**config.mk**
```make
export PLATFORM = sky130hd
export DESIGN_NAME = ace_rd_arbiter
export DESIGN_NICKNAME = d
export VERILOG_FILES = /design/src/rtl/ace_rd_arbiter.sv
export SDC_FILE = /design/constraint.sdc
export NUM_CORES = 1
export LEC_CHECK = 0
export BUFFER_PORTS_ARGS = -buffer_cell sky130_fd_sc_hd__clkbuf_2
export CORE_AREA = 2 2 130 132
export CTS_BUF_LIST = sky130_fd_sc_hd__clkbuf_8
export DETAILED_ROUTE_END_ITERATION = 6
export DIE_AREA = 0 0 132 134
export GPL_ROUTABILITY_DRIVEN = 0
export PLACE_DENSITY = 0.61
export SETUP_SLACK_MARGIN = 0.4
export SKIP_LAST_GASP = 1
export SYNTH_ARGS = -nofsm -noshare
export SYNTH_HDL_FRONTEND = slang
export SYNTH_SLANG_ARGS = --single-unit
```
**constraint.sdc**
```tcl
create_clock -name clk -period 2.7 [get_ports clk]
set_clock_uncertainty 0.1 [all_clocks]
set_input_delay 0.135 -clock clk [delete_from_list [all_inputs] [get_ports clk]]
set_output_delay 0.135 -clock clk [all_outputs]
set_load 0.01 [all_outputs]
```
**src/rtl/ace_rd_arbiter.sv**
```systemverilog
// Two-requester ACE read-port arbiter (IFU = 0, LSU = 1) with per-requester outstanding caps and local RACK.
// Define ACE_RD_ARB_FIXED_PRIO_EN for fixed priority to requester 0; round-robin otherwise.
module ace_rd_arbiter #(
    parameter int ID_WIDTH          = 4,
    parameter int MAX_OUTSTANDING   = 4,
    parameter int ACE_AXADDR_WIDTH  = 32,
    parameter int ACE_AXLEN_WIDTH   = 8,
    parameter int ACE_AXSIZE_WIDTH  = 3,
    parameter int ACE_AXBURST_WIDTH = 2,
    parameter int ACE_AXPROT_WIDTH  = 3,
    parameter int ACE_ARSNOOP_WIDTH = 4,
    parameter int ACE_AXDOMAIN_WIDTH = 2,
    parameter int ACE_XDATA_WIDTH   = 64,
    parameter int ACE_RRESP_WIDTH   = 4
) (
    input  logic                            clk,
    input  logic                            rst,
    input  logic [1:0]                      s_arvalid,
    output logic [1:0]                      s_arready,
    input  logic [2*ID_WIDTH-1:0]           s_arid,
    input  logic [2*ACE_AXADDR_WIDTH-1:0]   s_araddr,
    input  logic [2*ACE_AXLEN_WIDTH-1:0]    s_arlen,
    input  logic [2*ACE_AXSIZE_WIDTH-1:0]   s_arsize,
    input  logic [2*ACE_AXBURST_WIDTH-1:0]  s_arburst,
    input  logic [2*ACE_AXPROT_WIDTH-1:0]   s_arprot,
    input  logic [2*ACE_ARSNOOP_WIDTH-1:0]  s_arsnoop,
    input  logic [2*ACE_AXDOMAIN_WIDTH-1:0] s_ardomain,
    output logic                            m_arvalid,
    input  logic                            m_arready,
    output logic [ID_WIDTH:0]               m_arid,
    output logic [ACE_AXADDR_WIDTH-1:0]     m_araddr,
    output logic [ACE_AXLEN_WIDTH-1:0]      m_arlen,
    output logic [ACE_AXSIZE_WIDTH-1:0]     m_arsize,
    output logic [ACE_AXBURST_WIDTH-1:0]    m_arburst,
    output logic [ACE_AXPROT_WIDTH-1:0]     m_arprot,
    output logic [ACE_ARSNOOP_WIDTH-1:0]    m_arsnoop,
    output logic [ACE_AXDOMAIN_WIDTH-1:0]   m_ardomain,
    input  logic                            m_rvalid,
    output logic                            m_rready,
    input  logic [ID_WIDTH:0]               m_rid,
    input  logic [ACE_XDATA_WIDTH-1:0]      m_rdata,
    input  logic [ACE_RRESP_WIDTH-1:0]      m_rresp,
    input  logic                            m_rlast,
    output logic [1:0]                      s_rvalid,
    input  logic [1:0]                      s_rready,
    output logic [ID_WIDTH-1:0]             s_rid,
    output logic [ACE_XDATA_WIDTH-1:0]      s_rdata,
    output logic [ACE_RRESP_WIDTH-1:0]      s_rresp,
    output logic                            s_rlast,
    output logic                            m_rack,
    output logic                            err
);
    // state | meaning
    // IDLE  | no request on the master port; arbitrate and capture a winner
    // HOLD  | captured request presented on m_ar*, waiting for m_arready
    typedef enum logic {IDLE, HOLD} state_t;

    localparam int CW = 4;
    localparam logic [CW-1:0] MAX_C = CW'(MAX_OUTSTANDING);

    state_t                 state_q, state_d;
    logic                   grant_q, grant_d;
    logic [1:0][CW-1:0]     cnt_q, cnt_d;
    logic                   err_q, err_d;
    logic                   rack_q;
    logic [1:0]             elig;
    logic                   pick;
    logic                   cap;
    logic                   ar_done;
    logic                   r_last_hs;
    logic                   sel;

`ifndef ACE_RD_ARB_FIXED_PRIO_EN
    logic                   rr_q, rr_d;
`endif

    assign elig[0] = s_arvalid[0] && (cnt_q[0] < MAX_C);
    assign elig[1] = s_arvalid[1] && (cnt_q[1] < MAX_C);

`ifdef ACE_RD_ARB_FIXED_PRIO_EN
    assign pick = !elig[0];
`else
    // rr_q names the requester that wins a tie
    assign pick = (elig[0] && elig[1]) ? rr_q : elig[1];
    assign rr_d = cap ? ~pick : rr_q;
`endif

    always_comb begin
        state_d   = state_q;
        grant_d   = grant_q;
        s_arready = 2'b00;
        cap       = 1'b0;
        case (state_q)
            IDLE: begin
                if (|elig) begin
                    s_arready[pick] = 1'b1;
                    grant_d         = pick;
                    cap             = 1'b1;
                    state_d         = HOLD;
                end
            end
            HOLD: begin
                if (m_arready) state_d = IDLE;
            end
            default: state_d = IDLE;
        endcase
    end

    assign m_arvalid = (state_q == HOLD);
    assign ar_done   = m_arvalid && m_arready;

    assign sel       = m_rid[ID_WIDTH];
    assign s_rvalid  = sel ? {m_rvalid, 1'b0} : {1'b0, m_rvalid};
    assign m_rready  = s_rready[sel];
    assign s_rid     = m_rid[ID_WIDTH-1:0];
    assign s_rdata   = m_rdata;
    assign s_rresp   = m_rresp;
    assign s_rlast   = m_rlast;
    assign r_last_hs = m_rvalid && m_rready && m_rlast;
    assign m_rack    = rack_q;
    assign err       = err_q;

    always_comb begin
        for (int i = 0; i < 2; i++) begin
            logic inc, dec;
            inc = ar_done && (grant_q == 1'(i));
            // a last beat for a requester with nothing outstanding is an error, not an underflow
            dec = r_last_hs && (sel == 1'(i)) && (cnt_q[i] != '0);
            case ({inc, dec})
                2'b10:   cnt_d[i] = cnt_q[i] + 1'b1;
                2'b01:   cnt_d[i] = cnt_q[i] - 1'b1;
                default: cnt_d[i] = cnt_q[i];
            endcase
        end
        err_d = err_q || (m_rvalid && (cnt_q[sel] == '0));
    end

    always_ff @(posedge clk or negedge rst) begin
        if (!rst) begin
            state_q    <= IDLE;
            grant_q    <= 1'b0;
            cnt_q      <= '0;
            err_q      <= 1'b0;
            rack_q     <= 1'b0;
            m_arid     <= '0;
            m_araddr   <= '0;
            m_arlen    <= '0;
            m_arsize   <= '0;
            m_arburst  <= '0;
            m_arprot   <= '0;
            m_arsnoop  <= '0;
            m_ardomain <= '0;
`ifndef ACE_RD_ARB_FIXED_PRIO_EN
            rr_q       <= 1'b0;
`endif
        end else begin
            state_q <= state_d;
            grant_q <= grant_d;
            cnt_q   <= cnt_d;
            err_q   <= err_d;
            rack_q  <= r_last_hs;
`ifndef ACE_RD_ARB_FIXED_PRIO_EN
            rr_q    <= rr_d;
`endif
            if (cap) begin
                m_arid     <= {pick, pick ? s_arid[2*ID_WIDTH-1:ID_WIDTH] : s_arid[ID_WIDTH-1:0]};
                m_araddr   <= pick ? s_araddr[2*ACE_AXADDR_WIDTH-1:ACE_AXADDR_WIDTH]
                                   : s_araddr[ACE_AXADDR_WIDTH-1:0];
                m_arlen    <= pick ? s_arlen[2*ACE_AXLEN_WIDTH-1:ACE_AXLEN_WIDTH]
                                   : s_arlen[ACE_AXLEN_WIDTH-1:0];
                m_arsize   <= pick ? s_arsize[2*ACE_AXSIZE_WIDTH-1:ACE_AXSIZE_WIDTH]
                                   : s_arsize[ACE_AXSIZE_WIDTH-1:0];
                m_arburst  <= pick ? s_arburst[2*ACE_AXBURST_WIDTH-1:ACE_AXBURST_WIDTH]
                                   : s_arburst[ACE_AXBURST_WIDTH-1:0];
                m_arprot   <= pick ? s_arprot[2*ACE_AXPROT_WIDTH-1:ACE_AXPROT_WIDTH]
                                   : s_arprot[ACE_AXPROT_WIDTH-1:0];
                m_arsnoop  <= pick ? s_arsnoop[2*ACE_ARSNOOP_WIDTH-1:ACE_ARSNOOP_WIDTH]
                                   : s_arsnoop[ACE_ARSNOOP_WIDTH-1:0];
                m_ardomain <= pick ? s_ardomain[2*ACE_AXDOMAIN_WIDTH-1:ACE_AXDOMAIN_WIDTH]
                                   : s_ardomain[ACE_AXDOMAIN_WIDTH-1:0];
            end
        end
    end
endmodule

```
Word level (Yosys, flattened, before mapping) --
Index checks and enable logic that the tools add are counted.
Storage, ports and cells: flip-flop bits (word level) 72, input port bits 198, output and inout bits 140, logic and storage cells 78
Operators by class: $add $sub $neg 4, magnitude comparators 5, equal/unequal tests 4, multiplexer cells 24, bitwise operators 4, reduce and logical (&&, ||, !) cells 22
Operators by type and width (count):
- $mux 32 | 1
- $mux 4 | 4
- $pmux 4 s2 | 2
- $logic_and 1x1->1 | 14
- $mux 2 | 5
- $add 4x1->4 const B | 2
- $lt 4x3->1 const B | 2
- $mux 8 | 1
- $reduce_bool 4->1 | 2
- $sub 4x1->4 const B | 2
- $mux 1 | 7
- $mux 3 | 2
- $eq 2x1->1 const B | 2
- $eq 2x2->1 const B | 2
- $logic_not 4->1 | 1
- $lt 1x2->1 const B | 2
- $not 1->1 | 4
- $reduce_bool 2->1 | 2
- $pmux 1 s2 | 1
- $reduce_and 2->1 | 1
- $reduce_or 2->1 | 1
- $demux 1 s1 | 1
- $ge 1x1->1 const B | 1
- $logic_or 1x1->1 | 1

Longest topological paths before layout --
word-level depth 10, mapped depth 9, mapped depth without buffers 9

Worst setup path before layout --
No wires, ideal clock.
kind reg2reg, from register cnt_q[6] in the netlist's numbering, to register cnt_q[6] in the netlist's numbering, library setup time 0.128 ns, arrival time 1.917 ns, data required time 2.472 ns, path slack 0.555 ns, cell stages (with the launch flop) 10, path buffers 0, period minus slack after synthesis 2.145 ns, cells stage by stage dfrtp_1 nor4_1 nor3_1 ha_1 xor2_1 ha_1 a21oi_1 xor2_1 nor2_1 xor2_1
On the way: word-level cells in the longest chain between the ends 4, elaborated cells between the ends (all ways) 8, classes of those cells add/sub: 2; eq/ne: 2; mux: 1; reduce/logical: 3
Ends and longest elaborated chain:
- start, declared | line 63 | logic [1:0][CW-1:0] cnt_q, cnt_d;
- start signal, assigned | line 159 | cnt_q <= cnt_d;
- branches (longest 4 deep; another with $sub 4x1->4)
Several ways; the timed one is not identified. A chain may end at the register's enable or synchronous reset.

Worst setup path after layout --
from register cnt_q[7] in the netlist's numbering, to register cnt_q[6] in the netlist's numbering
On the way: word-level cells in the longest chain between the ends 4, elaborated cells between the ends (all ways) 6, classes of those cells eq/ne: 2; mux: 1; reduce/logical: 3
Ends and longest elaborated chain:
- $reduce_bool 4->1 (*) | line 128 | dec = r_last_hs && (sel == 1'(i)) && (cnt_q[i] != '0);
- $logic_and 1x1->1 (*) | line 128
- $eq 2x1->1 or $eq 2x2->1 (tied branches) | line 129 | case ({inc, dec})
- $pmux 4 s2 or $reduce_bool 2->1 (tied branches)
Mark *: on every way between the ends. The rest lies on a longest branch, timed or not.

==> flow_summary.toml <==
[status]
status = "completed"

[floorplanning]
die_area_um2 = 17700
design.core.area_um2 = 16300
ioPinCount = 338
die_h_um = 134
dieWidth_um = 132
fp-row-count = 47
initial_utilization_pct = 24.8

[global_routing]
grt_pass1_wl_mm = 21.4
antenna_found_initial = 0
grt_pass1_vias = 4110
gr-usage-all-layers_pct = 15.5
grt_max_degree = 72
grt_overflow_total = 0

[sta]
timing.fmax_ghz = 0.450
setup_violations = 0
hold_ws_ps = 87.9
rsz0062_at_grt = "true"
tightest_slew_ps = 940
maxSlewViolCount = 0
hold_viol = 0
tns_ps = 0
slew_headroom_pct = 37.4
fin_crit_ps = 2220
finalCritPeriodShare_pct = 82.4

[synth]
yosys_register_bits = 71
synth_seq_area_share_pct = 43.9
synth_compound_area_share_pct = 15.5
synth_cell_types = 39
synth_top_family_by_area = "buffers and inverters"
synth_edf_count = 0
yosysTopAreaCell = "dfrtp_1"
avgSynthCellArea_um2 = 10.2
syn_area_um2 = 4040
synthAdderAreaFrac_pct = 1.86
synthTopCellsByArea = "dfrtp_1 44%, buf_4 14%, a221o_1 8.4%, nand2_1 4.8%, a31oi_1 3.9%"
synth_top_area_share_pct = 43.9
synthArstFlopShare_pct = 100
yosys.area_share.simple_pct = 17.4
synth_most_common_cell = "buf_4"
netlist_instances = 396
synth_xor_area_share_pct = 2.17
synth_common_cells = "74 x buf_4, 71 x dfrtp_1, 52 x nand2_1"
synth_fp_nets = 600
yosys_warnings = 0
synth_mux_area_share_pct = 0.836
ys.flop_type = "dfrtp_1"

[final_layout]
multi_input_area_um2 = 1570
antennaDiodeCount = 0
fin_util_pct = 37.4
synthToLayoutAreaGrowth_pct = 50.9
drive_gt1_share_pct = 37.5
instances_no_fill = 860
fin_nets = 839
seqCellArea_um2 = 1780
fill_cells = 1572

[critical_path]
path_max_fanout = 4
cp.required_ps = 2840
crit_type = "register to register"
start_kind = "register"
crit_arrival_ps = 2370
r2r_setup_slack_ps = 480
worstSetupEndpointType = "register"

[power_and_ir_drop]
p_leak_nw = 2.93
p_per_area_nw_per_um2 = 903
peakVddDrop_uv = 343
swShare_pct = 40.1
net-switching-power_mw = 2.21
clkPwrFrac_pct = 14.5
internal_power_mw = 3.30
p_seq_share_pct = 36.9
combPwrFrac_pct = 48.6

[clock_tree]
cts_buffers = 9
clockBufferDepth = 2
clock-sinks = 71
htreeDepth = 3
root_buffer = "clkbuf_8"
cts_tree = "yes"
clk_pin_slew_ps = 80
clkLatencyLatePin_ps = 360

[place]
dp_cells = 718
place.detailed.hpwl_mm = 7.66
port_buffers = 193

[job]
maxCapViolCount = 0

[hold_path]
holdCritPathClass = "primary input to register"

[routing]
vias_per_cell = 4.52
drt-total-wl_mm = 14.0
drtAntennaViolNets = 0
drt_pass1_iterations = 4
drc = 0
vias = 3884
drtIter0Drc = 172
wire_per_inst_um = 16.3
[logic make-up (layout without fill, tap and decap cells)]
| kind of cell | after synthesis | after routing |
|---|---|---|
| AO/OA/AOI/OAI | 75 | 75 |
| XOR/XNOR | 10 | 10 |
| adder cells (fa/ha/maj) | 6 | 6 |
| buffers and inverters | 97 | 340 |
| flip-flops | 71 | 71 |
| multiplexers | 3 | 3 |
| AND/OR/NAND/NOR | 134 | 135 |
[layout by cell type (no fill, tap or decap), drive strengths merged, types with 7 or more instances in the layout]
cell and count:
clkbuf 204, nand2 52, buf 7, nor2 29, and2b 20, dlygate4sd3 122
a21oi 7, a31oi 25, nor2b 19, xor2 8, a221o 34, dfrtp 71
[power by group through the flow]
stage / clock network [mW] / logic [mW] / registers (mW)
final: 0.799 / 2.67 / 2.03
after global routing: 0.879 / 2.93 / 2.10
after CTS: 0.845 / 2.62 / 1.99
after detailed placement: 0 / 2.44 / 1.99
after global placement: 0 / 2.42 / 1.98
after floorplan: 0 / 1.60 / 2.10
[worst max-delay path, cell delays in order, from the launching register on]
cell and delay (ps):
dfrtp_2 450, nor4_4 320, nor3_1 130, ha_2 230, xor2_1 170, ha_1 190, a21oi_1 150, xor2_1 160
nor2_1 60, xor2_1 140
[area by class of cell]
type / count / area share [%]
repair buffers: 322 / 37.5
flip-flops and latches: 71 / 29.2
multi-input cells: 229 / 25.8
well taps: 220 / 4.51
clock buffers: 11 / 2.48
clock inverters: 5 / 0.410
inverters: 2 / 0.123
[metal layers]
metal	wire length, um	global-route usage (%)	share of wire [%]
met1	5370	16.0	38
met2	6990	28.0	50
met3	1180	5.03	8.4
met4	485	8.33	3.5
met5	0	0	0
[repair_timing]
item                       4_1_cts  5_1_grt
gates resized for setup          5       10
gates cloned                     1        1
setup endpoints to repair        3       44
pin swaps                        2        1
hold buffers                   122        0
buffers inserted                 1        1
hold endpoints to repair       132        0
[path summary, 6_finish.rpt]
check	depth (start not counted)	to	start
worst max-delay path	9	cnt_q[6]	cnt_q[7]
worst min-delay path	3	err	m_rid[4]
worst max register to register	9	cnt_q[6]	cnt_q[7]
worst min register to register	1	err	err
max in group asynchronous	2	cnt_q[2]	rst
min in group asynchronous	2	m_araddr[27]	rst
[stage by stage]
stage / power [mW] / setup WS (ps) / area [um^2]
floorplan: 3.70 / 555 / 4040
global placement: 4.40 / 381 / 4600
detailed placement: 4.43 / 319 / 4600
CTS: 5.46 / 397 / 6030
global route: 5.91 / 383 / 6100
finish: 5.51 / 476 / 6100
[state kept, by name (all words and copies together) (netlist names), 2 cells and up]
signal and flops:
m_araddr 32, cnt_q 8, m_arlen 8, m_arid 5, m_arsnoop 4, m_arprot 3
m_arsize 3, m_arburst 2, m_ardomain 2
Power figures use the tool's default switching activity.
